## src/rtl/softmax_fp_pkg.sv

```systemverilog
// Shared FP32 definitions for the SoftMax datapath blocks.
//   - FP32 field positions and widths (sign 31, exponent 30:23, fraction 22:0)
//   - exponent bias and the all-ones exponent
//   - canonical +0 and +inf encodings
//   - state encoding of the exp-sum accumulator
package softmax_fp_pkg;

   localparam int FP_W     = 32;
   localparam int SIGN_BIT = 31;
   localparam int EXP_MSB  = 30;
   localparam int EXP_LSB  = 23;
   localparam int EXP_W    = 8;
   localparam int FRAC_W   = 23;
   localparam int MANT_W   = 24;

   localparam int EXP_BIAS = 127;
   localparam int EXP_MAX  = 255;

   localparam logic [FP_W-1:0] FP_ZERO    = 32'h0000_0000;
   localparam logic [FP_W-1:0] FP_POS_INF = 32'h7F80_0000;

   typedef enum logic [2:0] {
      ST_ACCEPT = 3'd0,
      ST_ALIGN  = 3'd1,
      ST_ADD    = 3'd2,
      ST_NORM   = 3'd3,
      ST_ROUND  = 3'd4,
      ST_OUT    = 3'd5
   } acc_state_e;

endpackage

```

## src/rtl/fp_round_rne.sv

```systemverilog
// Round-to-nearest-even stage for positive FP32 mantissas.
// Ports:
//   mant_i   24-bit mantissa including the hidden bit
//   guard_i, round_i, sticky_i   bits below the mantissa lsb
//   exp_i    biased exponent of mant_i
//   mant_o   rounded mantissa (renormalised on carry-out)
//   exp_o    exponent after a possible carry-out increment
//   ovf_o    rounded exponent reached the all-ones exponent
module fp_round_rne
   import softmax_fp_pkg::*;
(
   input  logic [MANT_W-1:0] mant_i,
   input  logic              guard_i,
   input  logic              round_i,
   input  logic              sticky_i,
   input  logic [EXP_W-1:0]  exp_i,
   output logic [MANT_W-1:0] mant_o,
   output logic [EXP_W-1:0]  exp_o,
   output logic              ovf_o
);

   logic              round_up;
   logic [MANT_W:0]   mant_inc;
   logic [EXP_W:0]    exp_inc;

   always_comb begin
      round_up = guard_i & (round_i | sticky_i | mant_i[0]);
      mant_inc = {1'b0, mant_i} + {{MANT_W{1'b0}}, round_up};
      // 0xFFFFFF + 1 carries out: the result is exactly 2^24, so shifting
      // right by one loses nothing.
      if (mant_inc[MANT_W]) begin
         mant_o  = mant_inc[MANT_W:1];
         exp_inc = {1'b0, exp_i} + 9'd1;
      end else begin
         mant_o  = mant_inc[MANT_W-1:0];
         exp_inc = {1'b0, exp_i};
      end
      exp_o = exp_inc[EXP_W-1:0];
      ovf_o = (exp_inc >= 9'(EXP_MAX));
   end

endmodule

```

## src/rtl/fp_exp_sum_accum_32bit.sv

```systemverilog
// Sequential FP32 accumulator producing the SoftMax denominator.
// One element is added every 5 cycles (ACCEPT, ALIGN, ADD, NORM, ROUND);
// after N_ELEMS elements the sum is held in OUT until out_ready.
// Ports:
//   clk, rst              clock, synchronous active-high reset
//   in_valid/in_ready     element handshake; transfer when both are high
//                         on a rising edge (in_ready only high in ACCEPT)
//   in_data               FP32 element, sign ignored, denormals read as 0
//   out_valid/out_ready   result handshake; out_sum/overflow held while
//                         out_valid is high and out_ready is low
//   out_sum               FP32 sum, sign always 0
//   overflow              sum saturated to +inf for this vector
module fp_exp_sum_accum_32bit
   import softmax_fp_pkg::*;
#(
   parameter int N_ELEMS = 8
) (
   input  logic        clk,
   input  logic        rst,
   input  logic        in_valid,
   output logic        in_ready,
   input  logic [31:0] in_data,
   output logic        out_valid,
   input  logic        out_ready,
   output logic [31:0] out_sum,
   output logic        overflow
);

   localparam int CW = $clog2(N_ELEMS) + 1;
   localparam logic [CW-1:0] CNT_LAST = CW'(N_ELEMS - 1);

   acc_state_e        state_q;
   logic              in_ready_q, out_valid_q, ovf_q;
   logic [31:0]       out_sum_q;
   logic [30:0]       acc_q;       // sign is always 0, so it is not stored
   logic [30:0]       op_q;
   logic [CW-1:0]     cnt_q;
   logic [26:0]       fa_q, fb_q;  // {mantissa[23:0], G, R, S}
   logic [EXP_W-1:0]  exp_q, nexp_q;
   logic              inf_q;
   logic [27:0]       sum_q;
   logic [MANT_W-1:0] nm_q;
   logic              ng_q, nr_q, ns_q;

   // ALIGN stage
   logic [EXP_W-1:0]  exp_a, exp_b, exp_big_d, diff;
   logic [MANT_W-1:0] mant_a, mant_b, mant_big, mant_small;
   logic [53:0]       wide;
   logic [26:0]       fa_d, fb_d;
   logic              inf_d;

   always_comb begin
      exp_a  = acc_q[EXP_MSB:EXP_LSB];
      exp_b  = op_q[EXP_MSB:EXP_LSB];
      mant_a = (exp_a == '0) ? '0 : {1'b1, acc_q[FRAC_W-1:0]};
      mant_b = (exp_b == '0) ? '0 : {1'b1, op_q[FRAC_W-1:0]};
      if (exp_a >= exp_b) begin
         exp_big_d  = exp_a;
         diff       = exp_a - exp_b;
         mant_big   = mant_a;
         mant_small = mant_b;
      end else begin
         exp_big_d  = exp_b;
         diff       = exp_b - exp_a;
         mant_big   = mant_b;
         mant_small = mant_a;
      end
      // Upper 27 bits are the aligned field; everything below folds into sticky.
      wide = {mant_small, 3'b000, 27'd0} >> diff;
      fa_d = {mant_big, 3'b000};
      if (diff >= 8'd27)
         fb_d = {26'd0, |mant_small};
      else
         fb_d = {wide[53:28], wide[27] | (|wide[26:0])};
      inf_d = (exp_a == 8'(EXP_MAX)) || (exp_b == 8'(EXP_MAX));
   end

   // NORM stage
   logic [MANT_W-1:0] nm_d;
   logic              ng_d, nr_d, ns_d;
   logic [EXP_W-1:0]  nexp_d;

   always_comb begin
      if (sum_q[27]) begin
         nm_d   = sum_q[27:4];
         ng_d   = sum_q[3];
         nr_d   = sum_q[2];
         ns_d   = sum_q[1] | sum_q[0];
         nexp_d = exp_q + 8'd1;
      end else begin
         nm_d   = sum_q[26:3];
         ng_d   = sum_q[2];
         nr_d   = sum_q[1];
         ns_d   = sum_q[0];
         nexp_d = exp_q;
      end
   end

   // ROUND stage
   logic [MANT_W-1:0] rmant;
   logic [EXP_W-1:0]  rexp;
   logic              rovf, acc_inf_d;
   logic [30:0]       acc_d;
   logic              unused_bits;

   fp_round_rne u_round (
      .mant_i   (nm_q),
      .guard_i  (ng_q),
      .round_i  (nr_q),
      .sticky_i (ns_q),
      .exp_i    (nexp_q),
      .mant_o   (rmant),
      .exp_o    (rexp),
      .ovf_o    (rovf)
   );

   always_comb begin
      acc_inf_d = inf_q | rovf;
      acc_d     = acc_inf_d ? FP_POS_INF[30:0] : {rexp, rmant[FRAC_W-1:0]};
   end

   // Hidden bit of the rounded mantissa and the input sign are not needed.
   assign unused_bits = rmant[MANT_W-1] ^ in_data[SIGN_BIT];

   always_ff @(posedge clk) begin
      if (rst) begin
         state_q     <= ST_ACCEPT;
         in_ready_q  <= 1'b1;
         out_valid_q <= 1'b0;
         out_sum_q   <= FP_ZERO;
         ovf_q       <= 1'b0;
         acc_q       <= '0;
         cnt_q       <= '0;
         op_q        <= '0;
         fa_q        <= '0;
         fb_q        <= '0;
         exp_q       <= '0;
         inf_q       <= 1'b0;
         sum_q       <= '0;
         nm_q        <= '0;
         ng_q        <= 1'b0;
         nr_q        <= 1'b0;
         ns_q        <= 1'b0;
         nexp_q      <= '0;
      end else begin
         case (state_q)
            ST_ACCEPT: begin
               if (in_valid && in_ready_q) begin
                  op_q       <= in_data[30:0];
                  in_ready_q <= 1'b0;
                  state_q    <= ST_ALIGN;
               end
            end
            ST_ALIGN: begin
               fa_q    <= fa_d;
               fb_q    <= fb_d;
               exp_q   <= exp_big_d;
               inf_q   <= inf_d;
               state_q <= ST_ADD;
            end
            ST_ADD: begin
               sum_q   <= {1'b0, fa_q} + {1'b0, fb_q};
               state_q <= ST_NORM;
            end
            ST_NORM: begin
               nm_q    <= nm_d;
               ng_q    <= ng_d;
               nr_q    <= nr_d;
               ns_q    <= ns_d;
               nexp_q  <= nexp_d;
               state_q <= ST_ROUND;
            end
            ST_ROUND: begin
               acc_q <= acc_d;
               cnt_q <= cnt_q + 1'b1;
               if (acc_inf_d) ovf_q <= 1'b1;
               if (cnt_q == CNT_LAST) begin
                  out_sum_q   <= {1'b0, acc_d};
                  out_valid_q <= 1'b1;
                  state_q     <= ST_OUT;
               end else begin
                  in_ready_q <= 1'b1;
                  state_q    <= ST_ACCEPT;
               end
            end
            ST_OUT: begin
               if (out_ready) begin
                  out_valid_q <= 1'b0;
                  acc_q       <= '0;
                  cnt_q       <= '0;
                  ovf_q       <= 1'b0;
                  in_ready_q  <= 1'b1;
                  state_q     <= ST_ACCEPT;
               end
            end
            default: begin
               in_ready_q  <= 1'b1;
               out_valid_q <= 1'b0;
               state_q     <= ST_ACCEPT;
            end
         endcase
      end
   end

   assign in_ready  = in_ready_q;
   assign out_valid = out_valid_q;
   assign out_sum   = out_sum_q;
   assign overflow  = ovf_q;

endmodule

```

## config.mk

```make
export PLATFORM = sky130hd
export DESIGN_NAME = fp_exp_sum_accum_32bit
export DESIGN_NICKNAME = d
export VERILOG_FILES = /design/src/rtl/softmax_fp_pkg.sv /design/src/rtl/fp_round_rne.sv /design/src/rtl/fp_exp_sum_accum_32bit.sv
export SDC_FILE = /design/constraint.sdc
export NUM_CORES = 1
export LEC_CHECK = 0
export BUFFER_PORTS_ARGS = -buffer_cell sky130_fd_sc_hd__buf_2
export CAP_MARGIN = 20
export CELL_PAD_IN_SITES_DETAIL_PLACEMENT = 1
export CELL_PAD_IN_SITES_GLOBAL_PLACEMENT = 2
export CORE_UTILIZATION = 37
export DETAILED_ROUTE_END_ITERATION = 16
export PLACE_DENSITY_LB_ADDON = 0.1
export SYNTH_ARGS = -nofsm -noshare
export SYNTH_HDL_FRONTEND = slang
export SYNTH_HIERARCHICAL = 1
export SYNTH_SLANG_ARGS = --single-unit
export TNS_END_PERCENT = 5
```

## constraint.sdc

```tcl
create_clock -name clk -period 4.43 [get_ports clk]
set_input_delay 0.886 -clock clk [delete_from_list [all_inputs] [get_ports clk]]
set_output_delay 0.886 -clock clk [all_outputs]
set_load 0.1 [all_outputs]
```

After elaboration in Yosys (flattened, before gate mapping)
Index checks and enable logic that the tools add are counted.
Cells by class
  shifts and indexed selects: 1
  bitwise logic cells: 8
  reductions and logical operators: 17
  equality and inequality tests: 13
  order comparisons: 3
  add/sub/neg operators: 7
  multiplexer cells: 32
Operator list (count)
  $mux 24: 5
  $mux 31: 2
  $pmux 31 s2: 1
  $shr 54x8->54: 1
  $add 27x27->28: 1
  $mux 27: 1
  $reduce_or 27->1: 1
  $add 24x1->25: 1
  $mux 8: 3
  $reduce_or 24->1: 1
  $mux 23: 1
  $pmux 3 s6: 1
  $eq 8x8->1 const B: 2
  $logic_not 8->1: 2
  $sub 8x8->8: 2
  $ne 2x2->1 const B: 5
  $add 8x1->9 const B: 1
  $ge 9x8->1 const B: 1
  $mux 1: 9
  $mux 3: 3
  $mux 9: 1
  $add 8x1->8 const B: 1
  $ge 8x5->1 const B: 1
  $ge 8x8->1: 1
  22 further kinds: 33
Word-level totals
  flip-flop bits (word level): 226
  bits of input ports: 36

Longest topological paths before layout
  word-level depth: 9
  gate-level depth with buffers: 21

Cells and area by module
Netlist, hierarchy kept.
By module, submodules not included
  fp_exp_sum_accum_32bit: sequential area each 4524.3 µm², cells an instance 1833, times used 1, area each 14101.0 µm²
  fp_round_rne: sequential area each 0.0 µm², cells an instance 153, times used 1, area each 991.0 µm²

Worst setup path before layout
No wires, ideal clock.
  path type: register to register
  start: reg op_q[23]
  end: reg fb_q[0]
  arrival time: 3.387 ns
  path buffers: 2
  library setup time: 0.126 ns
  stages on the path, launching flop included: 18
  path slack: 0.917 ns
  cell sequence: dfxtp_1 > ha_1 > inv_1 > fa_1 > a21o_1 > a21oi_2 > a21o_1 > buf_6 > nand2_4 > buf_6 > o21ai_2 > nor2_1 > o31ai_4 > mux2i_1 > a32o_1 > or4b_1 > o41ai_1 > a21oi_1
Between the ends
  cells in the longest elaborated chain, start to end: 7
  elaborated cells on any way between the ends: 13
RTL lines
  start, declared: RTL line fp_exp_sum_accum_32bit.sv:36  | logic [30:0] op_q;
  start signal, assigned: RTL line fp_exp_sum_accum_32bit.sv:149  | op_q <= in_data[30:0];
  branches (longest 6 deep; another with $sub 8x8->8)
  $mux 27 *: RTL line fp_exp_sum_accum_32bit.sv:71  | if (diff >= 8'd27)
  end signal, assigned: RTL line fp_exp_sum_accum_32bit.sv:136  | fb_q <= '0;
  end signal, assigned: RTL line fp_exp_sum_accum_32bit.sv:156  | fb_q <= fb_d;
  end, declared: RTL line fp_exp_sum_accum_32bit.sv:38  | logic [26:0] fa_q, fb_q;
Mark *: on every way between the ends.
A chain may end at the register's enable or synchronous reset.

Worst setup path after layout
Same ends and word-level chain as after synthesis.

==> results.md <==
- Status: completed
- Core Rows: 73
- Final Hold Violating Endpoints: 0
- Initial antenna violation count: 0
- Pwr/cell area: 693.3 mW/mm²
- Crit start category: flop
- Antenna Violating Nets Remaining: 0
- Buf/Inv on CP: 4
- CP max-delay cell: fa_1
- Slew Viols, Final: 0
- H-Tree Depth: 1
- GPL Wtd Cong: 0.9902
- Mapped cell area: 0.01508 mm²
- Worst min path class: flop to flop
- CP Cell Sequence: inv_1 -> ha_1 -> inv_1 -> fa_1 -> clkinv_1 -> mux2i_1 -> a21oi_1 -> mux4_2 -> nor3_1 -> buf_4 -> nand2_1 -> a21oi_1 -> nor4_1 -> a32oi_1 -> o41ai_1 -> a21oi_1
- Setup tns final: 0 ns
- CP endpoint kind: flop
- Maximum vdd drop: 0.5432 mV
- Clock Pin Slew Worst Setup and Hold Paths: 0.06 ns
- Final #Nets: 2,102
- FILL cells: 4,918
- Hold Crit Endpoint: out_sum[17]
- Slew HR: 39.90%
- Most used cell, CP: a21oi_1
- Vias in the first global route: 15,120
- Cell leakage power: 0.006471 µW
- Die Y: 203.9 µm
- Slew @ Worst Pin: 0.8951 ns
- Top delay family on crit path: compound AO/OA/AOI/OAI gates
- Syn Nets: 2,066
- Via density: 5.934
- Pin count of the biggest net entering global routing: 97
- Initial Util: 37.69%
- Iter 0 DRT Violations: 1,136
- Syn avg cell area: 7.601 µm²
- Worst r2r dst: fb_q[0]
- Most common cell after layout, fill and taps aside: nand2_1
- Die X: 203.9 µm
- Period utilisation layout: 95.81%
- Drt total wl: 60,050 µm
- CTS tree: done
- Num CTS Buffers: 27
- Io pins: 71
- Total track usage: 28.81%
- Finished Cell Area: 0.01715 mm²
- Final Total Pwr: 11,890 µW
- Synth-to-layout area growth: 13.76%
- Root buffer cell: clkbuf_16
- Reg2Reg Depth: 16
- Post-CTS Setup Bufs: 0
- Fin crit period: 4.245 ns
- Detailed placement HPWL: 46,320 µm
- Commonest non-fill, non-tap cells in the layout: nand2_1 (273), nor2_1 (256), dfxtp_1 (225)
- Gr ovfl total: 0
- Clock Path Buffers: 3
- Cells after synthesis: 1,984
- Core area: 0.04001 mm²
- Flop-to-flop setup slack: 0.19 ns
- Clock insertion delay at the later pin of the skew report: 0.55 ns
- First-pass GRT wire length: 92,370 µm
- Drt pass-1 iters: 5
- Final Skew: 0.02153 ns
- Fmax: 235.6 MHz
- Reg2reg start: op_q[23]
- Clock Sinks: 226
- Max stage delay on crit path: 0.64 ns
- Detailed-route DRC error count: 0
- DIE AREA: 0.04157 mm²
- Max_cap viols: 0
- Via count of the routed design: 15,220
- Post-DR wirelength/cell: 23.42 µm
- Critical path class: flop to flop
- Worst setup path start: op_q[23]
- CP Max Fanout: 6
- Hold depth: 2
- Hold Crit Start: out_sum[17]
- Endpoints failing setup: 0
- Req. time, crit path: 4.91 ns
- Placed inst area: 0.01615 mm²
- CP arrival: 4.73 ns
- Share of layout cells above drive strength 1: 14.87%
- RSZ-0062 raised after global routing: false
- Number of port buffers: 68
- Synth warnings: 6
state kept, by name, indices dropped and copies added, names as in the netlist:
register / cells
out_valid: 1
ns_q: 1
op_q: 31
fb_q: 27
state_q: 3
exp_q: 8
overflow: 1
cnt_q: 4
ng_q: 1
out_sum: 31
inf_q: 1
sum_q: 28
nr_q: 1
acc_q: 31
in_ready: 1
nexp_q: 8
nm_q: 24
fa_q: 24
where the power goes:
part,internal (µW),switching (µW)
sequential,2320,373
clock,1400,897
combinational,2410,4490
metal layers:
metal	part of all wire, %	global-route usage [%]	vias up	routed length (µm)
met5	0	0	-	0
met4	3.7	10.69	0	2195
met3	3.2	2.439	87	1922
met2	46	46.47	310	27410
met1	47	39.84	7536	28520
li1	-	-	7282	-
worst max path at each step:
stage | to | depth (start not counted)
finish | fb_q[0] | 16
global route | fb_q[0] | 14
CTS | fb_q[7] | 15
detailed placement | fb_q[7] | 15
global placement | fb_q[0] | 14
floorplan | fb_q[0] | 17
repair_timing:
action                     CTS  global route
setup endpoints to repair    0            13
hold buffers                 0             0
gates resized for setup      0             4
stage by stage:
step / instances / hold WS, ns / worst slack, ns / utilization [%]
after floorplan: 1984 / 0.4321 / 0.9171 / -
after global placement: 2512 / 0.4378 / 0.2293 / 40.34
after detailed placement: 2513 / 0.4465 / 0.1970 / 40.38
after CTS: 2560 / 0.4544 / 0.1860 / 42.67
after global routing: 2563 / 0.4780 / 0.01414 / 42.87
final: 2564 / 0.4533 / 0.1855 / 42.88
tightest hold or removal path, stage by stage, from the launching register on:
cell and delay, ns:
dfxtp_1 0.30, nand2_1 0.05, a21oi_1 0.05
cell type report:
class	instances	area, µm²	area share [%]
antenna	1	2.502	0.01459
clock buffer	37	783.3	4.566
clock inverter	10	132.6	0.7732
inverter	39	146.4	0.8534
multi-input combinational	1562	9729	56.72
sequential	226	4526	26.38
tap	525	656.9	3.829
timing repair buffer	164	1177	6.864
Power figures use the tool's default switching activity.
